==> src/rtl/key_validator.sv <==
// key_validator: keypad code checker with consecutive-failure lockout.
module key_validator #(
   parameter int DIGIT_W     = 4,
   parameter int DIGITS      = 4,
   parameter int MAX_FAILS   = 3,
   parameter int LOCK_CYCLES = 1000,
   localparam int KEY_W = DIGIT_W * DIGITS,
   localparam int FW    = $clog2(MAX_FAILS + 1),
   localparam int CW    = $clog2(DIGITS + 1),
   localparam int TW    = (LOCK_CYCLES > 1) ? $clog2(LOCK_CYCLES) : 1
) (
   input  logic               clk_i,
   input  logic               rst_i,
   input  logic [DIGIT_W-1:0] digit_in_i,
   input  logic               digit_valid_i,
   input  logic               enter_i,
   input  logic               clear_i,
   input  logic [KEY_W-1:0]   set_key_i,
   output logic               correct_signal_o,
   output logic               wrong_signal_o,
   output logic               locked_o,
   output logic [FW-1:0]      fail_count_o,
   output logic [CW-1:0]      digit_count_o
);
   typedef enum logic {IDLE, LOCKED} state_t;
   state_t             state_q, state_d;
   logic [KEY_W-1:0]   buf_q, buf_d;
   logic [CW-1:0]      cnt_q, cnt_d;
   logic [FW-1:0]      fails_q, fails_d;
   logic [TW-1:0]      timer_q, timer_d;
   logic               correct_q, correct_d;
   logic               wrong_q, wrong_d;
   logic               locked_q, locked_d;
   logic               full, match;
   logic [FW-1:0]      fails_inc;
   assign full      = cnt_q == CW'(DIGITS);
   assign match     = full && buf_q == set_key_i;
   assign fails_inc = fails_q + 1'b1;
   always_comb begin
      state_d   = state_q;
      buf_d     = buf_q;
      cnt_d     = cnt_q;
      fails_d   = fails_q;
      timer_d   = timer_q;
      correct_d = correct_q;
      wrong_d   = 1'b0;
      locked_d  = locked_q;
      if (state_q == IDLE) begin
         if (clear_i) begin
            buf_d     = '0;
            cnt_d     = '0;
            correct_d = 1'b0;
         end else if (enter_i) begin
            buf_d     = '0;
            cnt_d     = '0;
            correct_d = match;
            wrong_d   = !match;
            fails_d   = match ? '0 : fails_inc;
            // Lockout begins in the same cycle as the failing pulse
            if (!match && fails_inc == FW'(MAX_FAILS)) begin
               state_d  = LOCKED;
               locked_d = 1'b1;
               timer_d  = TW'(LOCK_CYCLES - 1);
            end
         end else if (digit_valid_i && !full) begin
            buf_d     = (buf_q << DIGIT_W) | KEY_W'(digit_in_i);
            cnt_d     = cnt_q + 1'b1;
            correct_d = 1'b0;
         end
      end else if (timer_q == '0) begin
         state_d  = IDLE;
         locked_d = 1'b0;
         fails_d  = '0;
         buf_d    = '0;
         cnt_d    = '0;
      end else begin
         timer_d = timer_q - 1'b1;
      end
   end
   always_ff @(posedge clk_i) begin
      if (rst_i) begin
         state_q   <= IDLE;
         buf_q     <= '0;
         cnt_q     <= '0;
         fails_q   <= '0;
         timer_q   <= '0;
         correct_q <= 1'b0;
         wrong_q   <= 1'b0;
         locked_q  <= 1'b0;
      end else begin
         state_q   <= state_d;
         buf_q     <= buf_d;
         cnt_q     <= cnt_d;
         fails_q   <= fails_d;
         timer_q   <= timer_d;
         correct_q <= correct_d;
         wrong_q   <= wrong_d;
         locked_q  <= locked_d;
      end
   end
   assign correct_signal_o = correct_q;
   assign wrong_signal_o   = wrong_q;
   assign locked_o         = locked_q;
   assign fail_count_o     = fails_q;
   assign digit_count_o    = cnt_q;
endmodule
==> config.mk <==
export PLATFORM = sky130hd
export DESIGN_NAME = key_validator
export DESIGN_NICKNAME = d
export VERILOG_FILES = /design/src/rtl/key_validator.sv
export SDC_FILE = /design/constraint.sdc
export NUM_CORES = 1
export LEC_CHECK = 0
export CAP_MARGIN = 20
export CORE_MARGIN = 2
export CORE_UTILIZATION = 45
export DETAILED_ROUTE_END_ITERATION = 6
export PLACE_DENSITY = 0.73
export SYNTH_ARGS = -nofsm -noshare
export SYNTH_HDL_FRONTEND = slang
export SYNTH_SLANG_ARGS = --single-unit
==> constraint.sdc <==
create_clock -name clk_i -period 2.3 [get_ports clk_i]
set_clock_uncertainty 0.2 [all_clocks]
set_input_delay 0.46 -clock clk_i [delete_from_list [all_inputs] [get_ports clk_i]]
set_output_delay 0.46 -clock clk_i [all_outputs]
set_load 0.05 [all_outputs]
# == Word-level counts from Yosys, hierarchy flattened ==
# Cells that the tools add are included.
# Widths: inputs -> output; s select.
# totals
ram_bits,0
word_cells,69
n_memories,0
latch_bits,0
input_bits,25
ff_bits,35
rom_bits,0
# op_classes
n_div,0
n_mul,0
eq_ne,6
reduce_logical,16
n_lt_le_gt_ge,0
add_sub_neg,3
n_mux,33
bitwise,3
shift,0
# op_table
op,count
$mux 16,5
$mux 10,5
$eq 16x16->1,1
$or 16x4->16,1
$mux 3,5
$mux 1,13
$logic_not 10->1,1
$mux 2,5
$sub 10x1->10 const B,1
$reduce_and 4->1,2
$ne 2x1->1 const B,2
$reduce_and 2->1,2
$reduce_bool 2->1,2
$reduce_bool 4->1,1
$reduce_or 4->1,1
$add 3x1->3 const B,1
$eq 3x3->1 const B,1
$logic_and 1x1->1,3
$reduce_and 3->1,1
$reduce_bool 3->1,1
$add 2x1->2 const B,1
$eq 2x2->1 const B,1
$logic_not 1->1,2
$ne 2x2->1 const B,1
$not 1->1,2

# == Depth between registers and ports, before layout ==
# logic_depth
word_depth,8
depth_mapped,9
ltp_nobuf,7

# == Worst setup path before layout ==
# OpenSTA, ideal clock, no wires.
# synth_path
path_type,reg-to-reg
startpoint,register cnt_q[0] (netlist: digit_count_o[0])
endpoint,register buf_q[10]
period_less_slack_ns,2.142
slack_ns,0.158
arrival_ns,1.869
required_ns,2.027
path_stages_with_launch,9
path_cell_list,dfxtp_1 > inv_1 > ha_1 > a21boi_0 > o31a_1 > nor2_2 > clkbuf_1 > nand2_1 > a21oi_1
# synth_between
elab_chain_len,5
# synth_lines
element,line_no,rtl
start: declaration,28,"logic [CW-1:0] cnt_q, cnt_d;"
start signal: assignment,93,cnt_q <= cnt_d;
$eq 3x3->1,36,assign full = cnt_q == CW'(DIGITS);
$logic_not 1->1,65,end else if (digit_valid_i && !full) begin
$logic_and 1x1->1,65,
$reduce_bool 4->1 (no source line),-,
$reduce_and 2->1 (no source line),-,
end signal: assignment,92,buf_q <= buf_d;
end: declaration,27,"logic [KEY_W-1:0] buf_q, buf_d;"
# No other way between the ends.
# A chain may end at the register's enable or synchronous reset.

# == Worst setup path in the final report ==
# layout_path
startpoint,register timer_q[6]
endpoint,register timer_q[9]
# layout_between
elab_chain_len,3
# layout_lines
element,line_no,rtl
start: declaration,30,"logic [TW-1:0] timer_q, timer_d;"
start signal: assignment,95,timer_q <= timer_d;
$sub 10x1->10 / $logic_not 10->1 (equally long branches),"77, 70",
$mux 10 / $ne 2x2->1 (equally long branches),-,
$mux 10 / $reduce_and 4->1 (equally long branches),-,
# Parallel ways exist; a longest one is shown, timed or not. The select of a mux whose other input is x is not followed.

==> results.json <==
{
  "status": "finished clean",
  "synth_enable_flop_cells": 0,
  "fin_nets": 298,
  "placement.io_buffers": 32,
  "power.switching_uw": 311,
  "worstPathRequired_ns": 2.26,
  "synth_adder_area_share_pct": 3.37,
  "rows": 23,
  "syn2layout_area_growth_pct": 30.9,
  "synth_compound_area_share_pct": 15.5,
  "antenna_cells": 0,
  "hold_viol_final": 0,
  "grt_max_degree": 27,
  "initial_utilization_pct": 46.8,
  "dieArea_mm2": 0.00466,
  "grt.total_usage_pct": 21.3,
  "fmax_ghz": 0.460,
  "ir_worst_vdd_mv": 0.346,
  "cts_hold_buf": 0,
  "antenna_found_initial": 0,
  "final_cells": 318,
  "synth_flop_cell": "dfxtp_1",
  "max_stage_delay_ns": 0.45,
  "synth_simple_gate_area_share_pct": 26.3,
  "drt_iter0_markers": 114,
  "reg2reg_setup_slack_ns": 0.13,
  "power.density_mw_per_mm2": 513,
  "ant_nets": 0,
  "grt_pass1_vias": 1548,
  "relSlewSlack_pct": 66.8,
  "syn_area_mm2": 0.00186,
  "via_per_inst": 5.41,
  "root_buffer": "clkbuf_8",
  "place_congestion": 0.844,
  "fin_crit_sh_pct": 94.5,
  "async_reset_ff_share_pct": 0,
  "layout_commonest_cell": "dfxtp_1",
  "fillerInstances": 366,
  "start_kind": "flop",
  "min_period_ns": 2.17,
  "seqPwrFrac_pct": 49.9,
  "via_count": 1720,
  "reg2reg_from": "timer_q[6]",
  "cts.sinks": 35,
  "cp_max_fo": 11,
  "core_area_mm2": 0.00397,
  "die_w_um": 68.2,
  "drt-total-wl_um": 4520,
  "worstSkewPairLatency_ns": 0.29,
  "rsz0062_at_grt": "no",
  "dp_slack_ns": -0.235,
  "ys_seq_elements": 35,
  "yosysWarnings": 0,
  "synth_area_per_cell_um2": 8.44,
  "dp_hpwl_um": 3290,
  "synth-seq-area-share_pct": 37.7,
  "setup_ws_ns": 0.127,
  "worst_ep_arrival_time_ns": 2.14,
  "synth.distinct_cells": 46,
  "cts_buffers": 5,
  "r2r-end": "timer_q[9]",
  "h-tree-depth": 2,
  "setup_viol": 0,
  "synth_top_family_by_area": "simple AND/OR/NAND/NOR gates",
  "crit_type": "flop to flop",
  "first_pass_iters": 4,
  "drv_cap": 0,
  "hold_end": "locked_o",
  "p_clk_share_pct": 36.5,
  "clkSlewWorstSetupHoldPaths_ns": 0.07,
  "syn_nets": 250,
  "power_frac_comb_pct": 13.6,
  "cp_cell_sequence": "nor4_4 > a31oi_4 > or3_2 > o31ai_1 > a211oi_1",
  "grt.overflow.total": 0,
  "end_kind": "flop",
  "seq_area_um2": 701,
  "worstRegToRegCells": 5,
  "grt_first_pass_wirelength_um": 7320,
  "slew_violations": 0,
  "cts_tree": "yes",
  "synthXorXnorAreaFrac_pct": 11.3,
  "worstMarginPinSlew_ns": 0.496,
  "multiInputGateArea_mm2": 0.00108,
  "clk_path_buf_depth": 2,
  "min_path_type": "flop to flop",
  "hold_depth": 2,
  "muxShareOfSynthArea_pct": 0,
  "final_cell_mix": "dfxtp_1 (35), nand2_1 (32), clkdlybuf4s50_1 (32)",
  "die_y_um": 68.2,
  "drcViolationCount": 0,
  "netlist_instances": 220,
  "min_from": "locked_o",
  "wire_per_inst_um": 14.2,
  "leakage_uw": 0.000932,
  "drive_above_1_share_pct": 16.8,
  "p_int_uw": 935,
  "crit_slowest_cell": "or3_2",
  "switching_share_pct": 24.9,
  "boundaryPins": 33,
  "dp.cells": 310
}
==> worst max-delay path, delay by kind of cell (launching register included) <==
family | cells | cell delay, ns
flops | 1 | 0.38
simple gates | 2 | 0.87
compound gates | 3 | 0.61
==> cell usage after synthesis (2+ instances only) <==
cell / instances / area share [%]
dfxtp_1: 35 / 38
nand2_1: 33 / 6.7
nand3_1: 19 / 5.1
a21oi_1: 17 / 4.6
xor2_1: 17 / 8.0
nor2_1: 10 / 2.0
inv_1: 8 / 1.6
o21ai_0: 7 / 1.9
xnor2_1: 7 / 3.3
ha_1: 5 / 3.4
nor3_1: 5 / 1.3
nor4_1: 5 / 1.7
clkbuf_1: 4 / 0.81
or3_2: 4 / 1.6
and3_1: 3 / 1.0
buf_6: 3 / 1.8
a211oi_1: 2 / 0.81
a311oi_1: 2 / 0.94
a32o_1: 2 / 1.1
buf_2: 2 / 0.54
nor2b_1: 2 / 0.67
o221ai_1: 2 / 0.94
o31ai_1: 2 / 0.81
or3_1: 2 / 0.67
==> per-layer routing <==
metal / share of wire, % / routed length (um) / GRT usage, % / vias up
li1: - / - / - / 865
met2: 45 / 2040 / 33.1 / 44
met5: 0 / 0 / 0 / -
met3: 5.2 / 237 / 3.45 / 5
met1: 48 / 2160 / 28.9 / 806
met4: 1.6 / 72 / 9.75 / 0
==> repair_timing <==
item / CTS / global route
gates resized for setup: 0 / 7
buffers inserted: 0 / 1
endpoints found under the setup margin: 0 / 21
==> sequential cells by signal, indices dropped and copies added, names as in the netlist <==
| name | cells |
|---|---|
| fail_count_o | 2 |
| wrong_signal_o | 1 |
| digit_count_o | 3 |
| buf_q | 16 |
| correct_signal_o | 1 |
| timer_q | 10 |
| state_q | 1 |
| locked_o | 1 |
==> per-stage QoR <==
step / power, uW / TNS (ns) / area, um^2 / utilization [%] / hold slack [ns]
4_1_cts: 1260 / 0 / 2390 / 60.2 / 0.249
2_1_floorplan: 722 / 0 / 1860 / - / 0.244
3_3_place_gp: 798 / -2.02 / 2300 / 58.0 / 0.235
5_1_grt: 1300 / 0 / 2430 / 61.2 / 0.277
3_5_place_dp: 801 / -2.59 / 2300 / 58.0 / 0.240
6_report: 1250 / 0 / 2430 / 61.2 / 0.249
==> cells by family (layout without fill, tap and decap cells) <==
family | Yosys count | in the layout
buffers and inverters | 19 | 67
AND/OR/NAND/NOR | 94 | 94
XOR/XNOR | 24 | 24
AO/OA/AOI/OAI | 43 | 43
adder cells (fa/ha/maj) | 5 | 5
flip-flops | 35 | 35
==> worst max-delay path by stage <==
stage / cells past startpoint / startpoint / end
2_1_floorplan: 8 / digit_count_o[0] / buf_q[10]
3_3_place_gp: 7 / set_key_i[14] / timer_q[3]
3_5_place_dp: 7 / set_key_i[8] / timer_q[3]
4_1_cts: 7 / timer_q[0] / timer_q[9]
5_1_grt: 7 / set_key_i[7] / timer_q[3]
6_report: 5 / timer_q[6] / timer_q[9]
==> power groups by stage <==
stage	clock network [uW]	logic, uW	registers (uW)
2_1_floorplan	0	74.2	648
3_3_place_gp	0	163	636
3_5_place_dp	0	165	636
4_1_cts	467	166	622
5_1_grt	491	184	623
6_report	455	169	622
==> layout make-up <==
| type | count | share of cell area [%] |
|---|---|---|
| multi-input cells | 166 | 44.4 |
| flip-flops and latches | 35 | 28.8 |
| repair buffers | 52 | 19.4 |
| clock buffers | 6 | 3.40 |
| well taps | 50 | 2.57 |
| inverters | 8 | 1.24 |
| clock inverters | 1 | 0.206 |
(Power assumes the default switching activity.)
